==> src/rtl/ram_delay_pkg.sv <==
// Shared types and helpers for the RAM latency injector.
package ram_delay_pkg;

  typedef enum logic {
    MODE_BLOCKING  = 1'b0,
    MODE_PIPELINED = 1'b1
  } Ram_delay_mode;

  function automatic logic [31:0] sat_delay(input logic [31:0] value, input logic [31:0] max_value);
    logic [31:0] res;
    if (value > max_value) res = max_value;
    else res = value;
    return res;
  endfunction

endpackage

==> src/rtl/ram_delay_tapline.sv <==
// Shift register with a runtime tap: tap 0 is the input itself, tap k the entry k cycles old.
module ram_delay_tapline #(
  parameter int WIDTH = 8,
  parameter int DEPTH = 8,
  localparam int TW = $clog2(DEPTH + 1)
) (
  input  logic             clk,
  input  logic             reset,
  input  logic [TW-1:0]    tap_i,
  input  logic [WIDTH-1:0] d_i,
  output logic [WIDTH-1:0] q_o
);

  logic [WIDTH-1:0] stage_q [DEPTH];
  logic [WIDTH-1:0] taps_s  [DEPTH+1];
  logic [TW-1:0]    sel_s;

  // Shift one entry per cycle; reset empties the whole line.
  always_ff @(posedge clk) begin
    if (reset) begin
      for (int i = 0; i < DEPTH; i++) stage_q[i] <= '0;
    end else begin
      stage_q[0] <= d_i;
      for (int i = 1; i < DEPTH; i++) stage_q[i] <= stage_q[i-1];
    end
  end

  // Tap select, saturating at the deepest entry.
  always_comb begin
    taps_s[0] = d_i;
    for (int i = 1; i <= DEPTH; i++) taps_s[i] = stage_q[i-1];
    if (tap_i > TW'(DEPTH)) sel_s = TW'(DEPTH);
    else sel_s = tap_i;
  end

  assign q_o = taps_s[sel_s];

endmodule

==> src/rtl/ram_delay_pipe.sv <==
// Memory-latency injector: delays client requests towards a synchronous RAM and
// its read responses back to the client by runtime-configurable cycle counts.
module ram_delay_pipe
  import ram_delay_pkg::*;
#(
  parameter int ADDR_WIDTH  = 10,
  parameter int DATA_WIDTH  = 32,
  parameter int MAX_DELAY   = 8,
  parameter int MEM_LATENCY = 1,
  localparam int DW = $clog2(MAX_DELAY + 1),
  localparam int BW = DATA_WIDTH / 8,
  localparam int IW = $clog2(2 * MAX_DELAY + MEM_LATENCY + 2)
) (
  input  logic                  clk,
  input  logic                  reset,
  input  logic [DW-1:0]         cfg_req_delay,
  input  logic [DW-1:0]         cfg_rsp_delay,
  input  logic                  cfg_pipelined,
  output logic                  cfg_pending,
  input  logic                  client_en,
  input  logic                  client_we,
  input  logic [ADDR_WIDTH-1:0] client_addr,
  input  logic [DATA_WIDTH-1:0] client_data_w,
  input  logic [BW-1:0]         client_be,
  output logic [DATA_WIDTH-1:0] client_data_r,
  output logic                  client_valid_r,
  output logic                  client_delay,
  output logic                  err_drop,
  output logic                  mem_en,
  output logic                  mem_we,
  output logic [ADDR_WIDTH-1:0] mem_addr,
  output logic [DATA_WIDTH-1:0] mem_data_w,
  output logic [BW-1:0]         mem_be,
  input  logic [DATA_WIDTH-1:0] mem_data_r,
  output logic [IW-1:0]         inflight
);

  localparam int PW = 2 + ADDR_WIDTH + DATA_WIDTH + BW;
  localparam int RW = 1 + DATA_WIDTH;

  logic [DW-1:0] req_delay_q, rsp_delay_q, req_delay_s, rsp_delay_s;
  Ram_delay_mode mode_q, mode_s;
  logic          accept_s, drop_s, apply_s, flush_s;
  logic          wr_done_s, rd_done_s, rd_issue_s, rd_tag_s;
  logic [PW-1:0] req_pkt_d, req_pkt_q, mem_pkt_s;
  logic [RW-1:0] rsp_pkt_s;
  logic [IW-1:0] inflight_d, inflight_q;
  logic          err_drop_d, err_drop_q;
  logic          cfg_pending_d, cfg_pending_q;

  assign req_delay_s = DW'(sat_delay(32'(cfg_req_delay), 32'(MAX_DELAY)));
  assign rsp_delay_s = DW'(sat_delay(32'(cfg_rsp_delay), 32'(MAX_DELAY)));
  assign mode_s      = cfg_pipelined ? MODE_PIPELINED : MODE_BLOCKING;

  // The completion cycle itself never stalls, so back-to-back requests fit.
  assign wr_done_s    = mem_en & mem_we;
  assign rd_done_s    = client_valid_r;
  assign client_delay = (mode_q == MODE_BLOCKING) && (inflight_q != '0) && !(wr_done_s || rd_done_s);
  assign accept_s     = client_en & ~client_delay;
  assign drop_s       = client_en & client_delay;
  assign apply_s      = (inflight_q == '0) && !accept_s;
  // Stale copies sit beyond the current taps; clear them so a new tap cannot expose them.
  assign flush_s      = reset | apply_s;

  // Next-state for the request stage, occupancy, drop flag and pending flag.
  always_comb begin
    req_pkt_d     = '0;
    inflight_d    = inflight_q + IW'(accept_s) - IW'(wr_done_s) - IW'(rd_done_s);
    err_drop_d    = err_drop_q | drop_s;
    cfg_pending_d = 1'b0;
    if (accept_s) req_pkt_d = {1'b1, client_we, client_addr, client_data_w, client_be};
    else req_pkt_d = '0;
    if (apply_s) cfg_pending_d = 1'b0;
    else cfg_pending_d = (req_delay_s != req_delay_q) || (rsp_delay_s != rsp_delay_q) || (mode_s != mode_q);
  end

  // Active configuration and status registers.
  always_ff @(posedge clk) begin
    if (reset) begin
      req_delay_q   <= '0;
      rsp_delay_q   <= '0;
      mode_q        <= MODE_BLOCKING;
      req_pkt_q     <= '0;
      inflight_q    <= '0;
      err_drop_q    <= 1'b0;
      cfg_pending_q <= 1'b0;
    end else begin
      if (apply_s) begin
        req_delay_q <= req_delay_s;
        rsp_delay_q <= rsp_delay_s;
        mode_q      <= mode_s;
      end
      req_pkt_q     <= req_pkt_d;
      inflight_q    <= inflight_d;
      err_drop_q    <= err_drop_d;
      cfg_pending_q <= cfg_pending_d;
    end
  end

  ram_delay_tapline #(.WIDTH(PW), .DEPTH(MAX_DELAY)) u_req_line (
    .clk   (clk),
    .reset (flush_s),
    .tap_i (req_delay_q),
    .d_i   (req_pkt_q),
    .q_o   (mem_pkt_s)
  );

  assign {mem_en, mem_we, mem_addr, mem_data_w, mem_be} = mem_pkt_s;
  assign rd_issue_s = mem_en & ~mem_we;

  generate
    if (MEM_LATENCY == 0) begin : g_tag_comb
      assign rd_tag_s = rd_issue_s;
    end else begin : g_tag_pipe
      logic [MEM_LATENCY-1:0] tag_q;
      // Read flag travels alongside the RAM access to mark valid mem_data_r samples.
      always_ff @(posedge clk) begin
        if (reset) begin
          tag_q <= '0;
        end else begin
          tag_q[0] <= rd_issue_s;
          for (int i = 1; i < MEM_LATENCY; i++) tag_q[i] <= tag_q[i-1];
        end
      end
      assign rd_tag_s = tag_q[MEM_LATENCY-1];
    end
  endgenerate

  ram_delay_tapline #(.WIDTH(RW), .DEPTH(MAX_DELAY)) u_rsp_line (
    .clk   (clk),
    .reset (flush_s),
    .tap_i (rsp_delay_q),
    .d_i   ({rd_tag_s, mem_data_r}),
    .q_o   (rsp_pkt_s)
  );

  assign client_valid_r = rsp_pkt_s[DATA_WIDTH];
  assign client_data_r  = client_valid_r ? rsp_pkt_s[DATA_WIDTH-1:0] : '0;
  assign inflight       = inflight_q;
  assign err_drop       = err_drop_q;
  assign cfg_pending    = cfg_pending_q;

endmodule
==> config.mk <==
export PLATFORM = sky130hd
export DESIGN_NAME = ram_delay_pipe
export DESIGN_NICKNAME = d
export VERILOG_FILES = /design/src/rtl/ram_delay_pkg.sv /design/src/rtl/ram_delay_tapline.sv /design/src/rtl/ram_delay_pipe.sv
export SDC_FILE = /design/constraint.sdc
export NUM_CORES = 1
export LEC_CHECK = 0
export BUFFER_PORTS_ARGS = -buffer_cell sky130_fd_sc_hd__buf_2
export CORE_MARGIN = 4
export CORE_UTILIZATION = 61
export CTS_CLUSTER_SIZE = 12
export DETAILED_ROUTE_END_ITERATION = 8
export GPL_TIMING_DRIVEN = 0
export PLACE_DENSITY_LB_ADDON = 0.2
export REMOVE_ABC_BUFFERS = 1
export SKIP_CTS_REPAIR_TIMING = 1
export SLEW_MARGIN = 20
export SYNTH_ARGS = -nofsm -noshare
export SYNTH_HDL_FRONTEND = slang
export SYNTH_SLANG_ARGS = --single-unit
==> constraint.sdc <==
create_clock -name clk -period 9.65 [get_ports clk]
set_clock_uncertainty 0.15 [all_clocks]
set_input_delay 1.93 -clock clk [delete_from_list [all_inputs] [get_ports clk]]
set_output_delay 1.93 -clock clk [all_outputs]
set_load 0.01 [all_outputs]
# Word level (Yosys, flattened, before mapping)

Memories as Yosys holds them, arrays and structs flattened.
Cells that the tools add are included.

Register bits: 65
Bits in writable memories: 648
Input bits: 91
Output and inout port bits: 89
Memories kept: 2

Memory list:

| name               | words | width | read ports | clocked after Yosys merged registers in | wr ports | RTL line                | source |
|---|---|---|---|---|---|---|---|
| u_req_line.stage_q | 8     | 48    | 8          | 0                                       | 8        | ram_delay_tapline.sv:14 | `logic [WIDTH-1:0] stage_q [DEPTH];` |
| u_rsp_line.stage_q | 8     | 33    | 8          | 0                                       | 8        | ram_delay_tapline.sv:14 |  |

$add $sub $neg: 3
Magnitude comparators: 6
Equal/unequal tests: 3
Mux-type cells: 32
Bitwise logic cells: 28
Reductions and logical operators: 12

Operators with widths:

| kind               | number |
|---|---|
| $mux 48            | 11 |
| $mux 33            | 10 |
| $bmux 48 s4        | 1 |
| $bmux 33 s4        | 1 |
| $mux 32            | 1 |
| $or 1x1->1         | 18 |
| $gt 4x4->1 const B | 4 |
| $mux 4             | 4 |
| $ge 5x5->1 const B | 2 |
| $not 4->5          | 2 |
| $sub 5x1->5        | 2 |
| $ne 4x4->1         | 2 |
| $add 5x1->5        | 1 |
| $logic_not 5->1    | 1 |
| $reduce_bool 5->1  | 1 |
| $and 1x1->1        | 4 |
| $mux 1             | 4 |
| $not 1->1          | 4 |
| $reduce_or 2->1    | 2 |
| $logic_and 1x1->1  | 3 |
| $logic_or 1x1->1   | 3 |
| $logic_not 1->1    | 2 |
| $ne 1x1->1         | 1 |

# Logic depth before layout (Yosys ltp)

Word-level depth: 18
Gate-level depth with buffers: 15
Gate-level depth less buffers: 13

# Cells and area by module

From an unflattened synthesis, not the netlist that was laid out.

Cells, all modules: 2456
Area, all modules: 26112.5 um^2

Modules (own cells, without submodules):

| module                         | times used | cells each | area an instance (um^2) |
|---|---|---|---|
| ram_delay_tapline (u_req_line) | 1          | 1314       | 14018.4 |
| ram_delay_tapline (u_rsp_line) | 1          | 904        | 9635.5 |
| ram_delay_pipe                 | 1          | 238        | 2458.6 |

# Least setup slack after synthesis

OpenSTA, ideal clock, no wires.

Kind: input-to-output
Start: in mem_data_r[0]
End: out client_data_r[0]
Arrival: 2761 ps
Required time: 7570 ps
Slack: 4809 ps
Cell stages on the path: 3
Buffers on the path: 0
Cell sequence: mux4_2 a222oi_1 nor2_1

Longest elaborated chain between the ends: 4

RTL lines:

| element                                    | RTL line                | source |
|---|---|---|
| start: declaration                         | ram_delay_pipe.sv:34    | `input logic [DATA_WIDTH-1:0] mem_data_r,` |
| $bmux 33 s4                                | ram_delay_tapline.sv:36 | `assign q_o = taps_s[sel_s];` |
| $mux 33 (implied by the code) (2 in a row) | ram_delay_tapline.sv:36 |  |
| $mux 32                                    | ram_delay_pipe.sv:138   | `assign client_data_r = client_valid_r ? rsp_pkt_s[DATA_WIDTH-1:0] : '0;` |
| end: declaration                           | ram_delay_pipe.sv:25    | `output logic [DATA_WIDTH-1:0] client_data_r,` |

Every way passes these cells. The select of a mux whose other input is x is not followed.

# Worst setup path after layout

Start: reg rsp_delay_q[1]
End: out client_delay

Longest elaborated chain between the ends: 9

RTL lines:

| element                                        | RTL line                | source |
|---|---|---|
| start: declaration                             | ram_delay_pipe.sv:41    | `logic [DW-1:0] req_delay_q, rsp_delay_q, req_delay_s, rsp_delay_s;` |
| start signal: assignment                       | ram_delay_pipe.sv:90    | `rsp_delay_q <= rsp_delay_s;` |
| $gt 4x4->1                                     | ram_delay_tapline.sv:32 | `if (tap_i > TW'(DEPTH)) sel_s = TW'(DEPTH);` |
| $mux 4 (*)                                     | ram_delay_tapline.sv:32 |  |
| $not 4->5 (implied by the code) (*)            | ram_delay_tapline.sv:36 |  |
| $bmux 33 s4 (*)                                | ram_delay_tapline.sv:36 |  |
| $mux 33 (implied by the code) (*) (2 in a row) | ram_delay_tapline.sv:36 |  |
| $logic_or 1x1->1 (*)                           | ram_delay_pipe.sv:58    | `assign client_delay = (mode_q == MODE_BLOCKING) && (inflight_q != '0) && !(wr_done_s \|\| rd_done_s);` |
| $logic_not 1->1 (*)                            | ram_delay_pipe.sv:58    |  |
| $logic_and 1x1->1 (*)                          | ram_delay_pipe.sv:58    |  |
| end: declaration                               | ram_delay_pipe.sv:27    | `output logic client_delay,` |

Mark *: on every way between the ends. The rest lies on a longest branch, timed or not. The select of a mux whose other input is x is not followed.

==> run_results.csv <==
group,metric,value,unit
finish,nets,2491,
finish,drive_gt1_share,18.6,%
critical_path,cp_top_family,"compound AO/OA/AOI/OAI gates",
timing,rsz0062_at_grt,"false",
power_and_ir_drop,power_switching,1940,uW
routing,viasPerCell,5.54,
synth,seq_area_frac_synth,56.2,%
critical_path,crit_top_cell,"buf_16",
critical_path,cp.arrival,3.92,ns
run_status,outcome,"completed",
clock_network,cts_made_buffers,72,
synth,ys_ff_latch,713,
critical_path,worst_setup_path_start_kind,"flop",
floorplan,pin_count,180,
routing,route.detailed.drc,0,
timing,finalCritPeriodShare,62.2,%
clock_network,cts_tree,"yes",
routing,drt-initial-drc-count,1140,
clock_network,clk_latency,0.58,ns
grt,gr-usage-met2,40.8,%
floorplan,start_util,61.9,%
power_and_ir_drop,swShare,27.3,%
synth,yosysWarningCount,0,
timing,timing.hold.ws,0.292,ns
placed_design,post_dp_cell_area,27100,um^2
finish,fin_area,29300,um^2
timing,finalWorstSetupSlack,3.65,ns
grt,grt_max_degree,59,
clock_network,clk_pin_slew,0.06,ns
floorplan,rows,74,
power_and_ir_drop,internal_power,5170,uW
finish,instances_no_fill,2960,
floorplan,dieArea,45000,um^2
critical_path,slowest_stage,"dfxtp_2",
grt,track_usage,24.0,%
finish,area_delta_synth_final,15.1,%
timing,maxSlewHeadroom,28.2,%
critical_path,path_buf_inv,3,
placed_design,gp_congestion,0.731,
grt,grt_pass1_vias,17058,
synth,synth_ff_type,"dfxtp_1",
critical_path,criticalPathCategory,"flop to output pin",
routing,wl_per_cell,17.9,um
power_and_ir_drop,clockPowerShare,36.4,%
critical_path,cp-end-kind,"output pin",
grt,antenna_found_initial,4,
placed_design,port_buffers,179,
critical_path,max_stage_delay,0.71,ns
clock_network,cts_root_buf,"clkbuf_16",
critical_path,cp.required,7.57,ns
floorplan,die_w,212,um
synth,avgSynthCellArea,11.1,um^2
routing,ant_nets,0,
floorplan,die_y,212,um
synth,syn_inst,2281,
grt,use_met3,3.97,%
grt,grtUsageMet1,31.4,%
synth,syn_area,25400,um^2
routing,wl,53.0,mm
grt,grt_overflow,0,
floorplan,coreArea,41000,um^2
timing,fmax,167,MHz
timing,timing.final.hold_violations,0,
routing,drt_first_pass_iters,8,
power_and_ir_drop,power.density,243,nW/um^2
worst_hold_path,hold_path_class,"flop to flop",
timing,report.final.slew_viol_count,0,
run,maxCapViolCount,0,
finish,nFillCells,2986,
placed_design,dp.cells,2849,
routing,vias,16396,
clock_network,htreeDepth,3,
grt,grt.busiest_layer,"met2",
synth,yosysUniqueCellTypes,45,
timing,min_period,6.00,ns
clock_network,clk_path_buf_depth,3,
critical_path,path_max_fanout,20,
synth,synth_edf_count,0,
finish,final_util,71.3,%
power_and_ir_drop,power_leakage,0.0117,uW
placed_design,dp_hpwl,31.9,mm
power_and_ir_drop,peakVddDrop,0.000165,V
placed_design,pre_cts_slack,4.19,ns
critical_path,path_cells,"buf_16, mux4_2, a22o_1, a21oi_4, buf_16, ha_1, nor3b_2, buf_2",
timing,finalSetupViolations,0,
power_and_ir_drop,power_frac_seq,45.3,%
timing,worst_pin_slew,1.07,ns
synth,async_flop_share,0,%
clock_network,cts_sinks,713,
grt,grt_first_pass_wirelength,88.1,mm
power_and_ir_drop,comb_power_share,18.3,%
power groups by stage:
stage | clock network, uW | logic, uW | registers, uW
after floorplan | 0 | 714 | 3250
after CTS | 2650 | 1320 | 3220
after detailed placement | 0 | 1310 | 3280
final | 2590 | 1300 | 3220
after global placement | 0 | 1080 | 3300
after global routing | 2770 | 1430 | 3240
routing by layer:
metal  part of all wire [%]  up-vias  routed length (um)
li1                       -     7916                   -
met3                    4.3       95                2290
met2                     49      324               25900
met4                    2.5        4                1340
met1                     44     8057               23500
met5                  0.041        -                  22
per-stage QoR:
step	setup TNS, ns	power [uW]
floorplan	-3771.62	3960
global placement	-9363.52	4370
detailed placement	0	4590
CTS	0	7190
global route	0	7440
finish	0	7110
synthesized netlist by cell type, drive strengths merged, types with 7 or more instances:
cell type  instances  share of area (%)
a31oi             20               0.49
or2               17               0.42
inv               10               0.15
o211ai            18               0.53
o21ai             21               0.41
a211oi            47                1.4
a311oi            47                1.6
mux2              36                1.6
nor2              24               0.35
nor2b             11               0.27
a221o             47                1.9
dfxtp            713                 56
clkbuf           127                1.9
nand3b             9               0.27
a222oi            14               0.55
and2             741                 18
mux4              77                6.8
mux2i             41                1.6
buf               50                1.1
nand2            141                2.1
a21oi             32               0.67
ha                 7               0.34
cell families after synthesis:
group                    after synthesis  share of synthesized area, %
AND/OR/NAND/NOR                      958                          22.2
flip-flops                           713                          56.2
AO/OA/AOI/OAI                        252                          7.73
buffers and inverters                188                          3.13
multiplexers                         154                          10.0
adder cells (fa/ha/maj)                9                         0.502
XOR/XNOR                               7                         0.241
worst paths after layout:
kind                                            startpoint                    endpoint  slack, ns  cells past startpoint
worst min register to register  u_req_line.stage_q[0][131]  u_req_line.stage_q[0][179]       0.29                      1
worst max-delay path                        rsp_delay_q[1]                client_delay       3.65                      8
worst min-delay path            u_req_line.stage_q[0][131]  u_req_line.stage_q[0][179]       0.29                      1
worst max register to register              rsp_delay_q[1]                 inflight[3]       5.04                     13
placed cells by master, fill, tap and decap left out, types with 20 or more instances in the layout:
cell type  Yosys  routed
a21oi_1       31      31
buf_2         39     179
a221o_1       47      47
mux4_2        77      77
dfxtp_1      713     708
o21ai_0       21      21
a311oi_1      47      47
a211oi_1      47      47
nand2_1      141     141
mux2_2        36      36
and2_1       741     741
mux2i_1       41      41
nor2_1        24      21
a31oi_1       20      20
clkbuf_16      0      77
registers in the layout, indices dropped and copies added, names as in the netlist, 4 cells and up:
name and flops:
u_req_line.stage_q 384, u_rsp_line.stage_q 264, inflight 5, rsp_delay_q 4, req_delay_q 4, req_pkt_q 48
area by class of cell:
class / instances / area [um^2] / share of cell area, %
diodes: 2 / 5.00 / 0.0171
clock inverters: 5 / 57.6 / 0.197
clock buffers: 104 / 2110 / 7.21
multi-input cells: 1380 / 10400 / 35.6
inverters: 11 / 43.8 / 0.150
repair buffers: 213 / 1680 / 5.74
well taps: 532 / 666 / 2.28
flip-flops and latches: 713 / 14300 / 48.8
Note: power is estimated with default switching activity, not from simulation.
